--- src/rtl/sr_flop_bank.sv ---
`default_nettype none
// ============================================================================
// Module   : sr_flop_bank
// Purpose  : Bank of WIDTH clocked SR storage bits with a selectable conflict
//            resolution mode, clock enable, synchronous clear, per-bit change
//            pulses and a saturating conflict-event counter.
// Options  : define SR_FLOP_SYNC_EN to pass s and r through a 2-flop
//            synchroniser before the next-state logic (input-to-q latency
//            becomes 3 edges; en and clr stay unsynchronised).
// Revision : 1.0 - initial release
// ============================================================================
module sr_flop_bank #(
  parameter int WIDTH = 8,
  parameter int MODE  = 0,
  parameter int CNT_W = 8
) (
  input  logic             clk,
  input  logic             rst_n,
  input  logic             en,
  input  logic             clr,
  input  logic [WIDTH-1:0] s,
  input  logic [WIDTH-1:0] r,
  output logic [WIDTH-1:0] q,
  output logic [WIDTH-1:0] qbar,
  output logic [WIDTH-1:0] changed,
  output logic             conflict,
  output logic [CNT_W-1:0] conflict_cnt
);

  // --------------------------------------------------------------------------
  // Elaboration-time parameter checks
  // --------------------------------------------------------------------------
  if (MODE < 0 || MODE > 3) begin : g_bad_mode
    $error("sr_flop_bank: MODE must be 0..3");
  end

  if (WIDTH < 1 || WIDTH > 32) begin : g_bad_width
    $error("sr_flop_bank: WIDTH must be 1..32");
  end

  if (CNT_W < 1) begin : g_bad_cnt_w
    $error("sr_flop_bank: CNT_W must be at least 1");
  end

  // Set/reset requests as seen by the next-state logic
  logic [WIDTH-1:0] s_eff;
  logic [WIDTH-1:0] r_eff;

`ifdef SR_FLOP_SYNC_EN
  logic [WIDTH-1:0] s_meta;
  logic [WIDTH-1:0] s_sync;
  logic [WIDTH-1:0] r_meta;
  logic [WIDTH-1:0] r_sync;

  // Two-stage synchroniser; keeps shifting regardless of en so that requests
  // arriving while the bank is disabled are not frozen mid-pipeline.
  always_ff @(posedge clk or negedge rst_n) begin
    if (!rst_n) begin
      s_meta <= '0;
      s_sync <= '0;
      r_meta <= '0;
      r_sync <= '0;
    end else begin
      s_meta <= s;
      s_sync <= s_meta;
      r_meta <= r;
      r_sync <= r_meta;
    end
  end

  assign s_eff = s_sync;
  assign r_eff = r_sync;
`else
  assign s_eff = s;
  assign r_eff = r;
`endif

  // --------------------------------------------------------------------------
  // Conflict resolution value for bits with s=r=1
  // --------------------------------------------------------------------------
  logic [WIDTH-1:0] conf_val;

  if (MODE == 0) begin : g_mode_reset_dom
    assign conf_val = '0;
  end else if (MODE == 1) begin : g_mode_set_dom
    assign conf_val = '1;
  end else if (MODE == 2) begin : g_mode_hold
    assign conf_val = q;
  end else begin : g_mode_toggle
    assign conf_val = ~q;
  end

  // --------------------------------------------------------------------------
  // Next-state and conflict detection
  // --------------------------------------------------------------------------
  logic [WIDTH-1:0] hold_bits;
  logic [WIDTH-1:0] set_bits;
  logic [WIDTH-1:0] conf_bits;
  logic [WIDTH-1:0] q_next;
  logic             any_conflict;
  logic             cnt_sat;

  assign hold_bits    = ~s_eff & ~r_eff;
  assign set_bits     =  s_eff & ~r_eff;
  assign conf_bits    =  s_eff &  r_eff;
  // Bits with r only fall out as 0 since they match none of the terms.
  assign q_next       = (hold_bits & q) | set_bits | (conf_bits & conf_val);
  assign any_conflict = |conf_bits;
  assign cnt_sat      = &conflict_cnt;

  // --------------------------------------------------------------------------
  // State register: clr beats en, en gates all updates of q and the counter
  // --------------------------------------------------------------------------
  always_ff @(posedge clk or negedge rst_n) begin
    if (!rst_n) begin
      q            <= '0;
      changed      <= '0;
      conflict     <= 1'b0;
      conflict_cnt <= '0;
    end else if (clr) begin
      q            <= '0;
      changed      <= q;
      conflict     <= 1'b0;
      conflict_cnt <= '0;
    end else if (en) begin
      q        <= q_next;
      changed  <= q_next ^ q;
      conflict <= any_conflict;
      if (any_conflict && !cnt_sat) begin
        conflict_cnt <= conflict_cnt + CNT_W'(1);
      end
    end else begin
      changed  <= '0;
      conflict <= 1'b0;
    end
  end

  // Complement is purely combinational from q, so it is consistent in reset too
  assign qbar = ~q;

endmodule
`default_nettype wire

--- config.mk ---
export PLATFORM = sky130hd
export DESIGN_NAME = sr_flop_bank
export DESIGN_NICKNAME = d
export VERILOG_FILES = /design/src/rtl/sr_flop_bank.sv
export SDC_FILE = /design/constraint.sdc
export NUM_CORES = 1
export LEC_CHECK = 0
export CORE_MARGIN = 3
export CORE_UTILIZATION = 42
export CTS_CLUSTER_SIZE = 14
export DETAILED_ROUTE_END_ITERATION = 10
export PLACE_DENSITY = 0.82
export SLEW_MARGIN = 20
export SYNTH_ARGS = -nofsm -noshare
export SYNTH_HDL_FRONTEND = slang
export SYNTH_SLANG_ARGS = --single-unit
--- constraint.sdc ---
create_clock -name clk -period 1.85 [get_ports clk]
set_input_delay 0.37 -clock clk [delete_from_list [all_inputs] [get_ports clk]]
set_output_delay 0.37 -clock clk [all_outputs]
set_load 0.005 [all_outputs]
==> impl_metrics.tcl <==
set metrics [dict create \
    status "finished clean" \
    grt_util_met2 0.350 \
    reg2regPathDepth 6 \
    ioPinCount 53 \
    post-place-ws_ns -0.112 \
    ant_nets 0 \
    crit_type "flip-flop to flip-flop" \
    portBuffers 52 \
    grt_pass1_wl_mm 5.44 \
    grtUsageTotal 0.201 \
    start_util 0.448 \
    fin_crit_ns 1.78 \
    cts_root_buf "clkbuf_4" \
    grt_pass1_vias 1257 \
    postSynthAreaPerCell_um2 9.90 \
    setup_ws_ns 0.0652 \
    syn_inst 127 \
    critPathArrivalTime_ns 2.01 \
    diodes 0 \
    multiInputGateArea_um2 583 \
    clk_pin_slew_worst_paths_ns 0.14 \
    synth_nets 148 \
    final_max_slew_viol_count 0 \
    antenna_found_initial 0 \
    synth_ff_type "dfrtp_1" \
    ctsLongestPathBuffers 2 \
    crit_path_cell_trace "ha_1 > and2_1 > nand3_4 > nand2_4 > nor4_2 > mux2_2" \
    worstPathBufferInverterCount 0 \
    die-area_um2 3690 \
    final_common_cell "clkdlybuf4s50_1" \
    rsz0062_at_grt "no" \
    relSlewSlack 0.791 \
    overflow 0 \
    wl_per_cell_um 14.5 \
    total_power_uw 1110 \
    dr.pass1.iters 4 \
    cp_slowest_cell "dfrtp_1" \
    final_cell_mix "clkdlybuf4s50_1, dfrtp_1, buf_4" \
    ff_latch_area_um2 626 \
    startpoint_type "flip-flop" \
    setup-violations-final 0 \
    drv_cap 0 \
    crit_cells 6 \
    use_met1 0.243 \
    power.leakage_uw 0.000893 \
    cp_top_family "simple AND/OR/NAND/NOR gates" \
    hold_path.class "input port to async pin" \
    worstPathRequired_ns 2.07 \
    grt_max_degree 26 \
    dp_cells 230 \
    final_cells 234 \
    worst_pin_slew_ns 0.313 \
    drive_above_1_share 0.182 \
    drt-total-wl_mm 3.39 \
    ir_drop_uv 392 \
    critPathMaxStageDelay_ns 0.46 \
    post-dp-hpwl_mm 2.65 \
    synth_seq_cells 25 \
    critPathCaptureType "flip-flop" \
    power_density_nw_per_um2 551 \
    async_flop_share 1.00 \
    vias 1287 \
    cts_made_buffers 3 \
    synth-seq-area-share 0.498 \
    fin_skew_ns 0.00339 \
    synth.distinct_cells 31 \
    die_h_um 60.7 \
    clk_latency_ns 0.32 \
    timing.fmax_mhz 560 \
    row_count 19 \
    hold_violations 0 \
    synth_edf_count 0 \
    cp_max_fo 5 \
    syn_area_um2 1260 \
    viasPerCell 5.50 \
    area_growth_pct 60.4 \
    timing.final.crit_share 0.965 \
    core_area_um2 2810 \
    routabilityCongestion 0.823 \
    top_usage_layer "met2" \
    final_nets 225 \
    htree_num_levels 1 \
    drt-initial-drc-count 67 \
    cts_tree "yes" \
    drc 0 \
    met3_usage 0.0383 \
    n_fill_cell 216 \
    clock-sinks 25 \
    dieWidth_um 60.7 \
    ys_warn_count 0 \
]
[cells by family after synthesis]
family,after synthesis,share of synthesized area
compound gates,41,0.234
fa+ha+maj,1,0.00995
buf+inv,14,0.0438
flops,25,0.498
mux,2,0.0179
simple gates,44,0.197
[registers in the layout, summed over array words and instances, names as in the netlist]
signal,count
changed,8
conflict,1
q,8
conflict_cnt,8
[cell usage after synthesis, types with 3 or more instances]
cell / number / area [um2]
a22oi_1: 4 / 30.0
nor3_1: 4 / 20.0
a21o_1: 8 / 60.1
nor2_1: 15 / 56.3
a32o_1: 6 / 60.1
o21ai_0: 4 / 20.0
inv_1: 9 / 33.8
a21oi_1: 11 / 55.1
nand2_1: 5 / 18.8
dfrtp_1: 25 / 626
nor4b_1: 3 / 26.3
nor2b_1: 5 / 31.3
[power breakdown]
part	switching (uW)	total [uW]	internal, uW
Combinational	107	272	165
Sequential	20.7	592	572
Clock	166	247	81.1
Total	293	1110	817
[layer usage]
| layer | routed length, um | part of all wire | vias up |
|---|---|---|---|
| met5 | 0 | 0 | - |
| met4 | 25 | 0.0074 | 0 |
| met3 | 187 | 0.055 | 4 |
| met2 | 1800 | 0.53 | 42 |
| met1 | 1390 | 0.41 | 624 |
| li1 | - | - | 617 |
[final timing paths]
path	startpoint	slack, ns	to
max	conflict_cnt[1]	0.07	conflict_cnt[5]
min	rst_n	0.38	q[4]
max reg2reg	conflict_cnt[1]	0.07	conflict_cnt[5]
min reg2reg	q[0]	0.59	changed[0]
max in group asynchronous	rst_n	1.23	q[5]
min in group clk	q[0]	0.59	changed[0]
[layout make-up]
cell class | instances | share of cell area
multi-input combinational | 88 | 0.289
inverter | 9 | 0.0167
sequential | 25 | 0.310
clock buffer | 3 | 0.0112
tap | 31 | 0.0192
clock inverter | 1 | 0.00248
timing repair buffer | 77 | 0.351
[timing repair]
item	CTS	global route
hold buffers	0	0
setup endpoints to repair	0	1
endpoints found under the hold margin	0	0
buffers inserted	0	0
resized for setup	0	1
[stage by stage]
stage	hold slack [ns]	instance area, um2	util	TNS (ns)
floorplan	0.0744	1260	-	0
global placement	0.546	1980	0.707	-0.0587
detailed placement	0.564	1980	0.707	-0.270
CTS	0.380	2010	0.717	0
global route	0.382	2020	0.719	0
finish	0.382	2020	0.719	0
No activity file was read; power rests on OpenSTA's default activity.
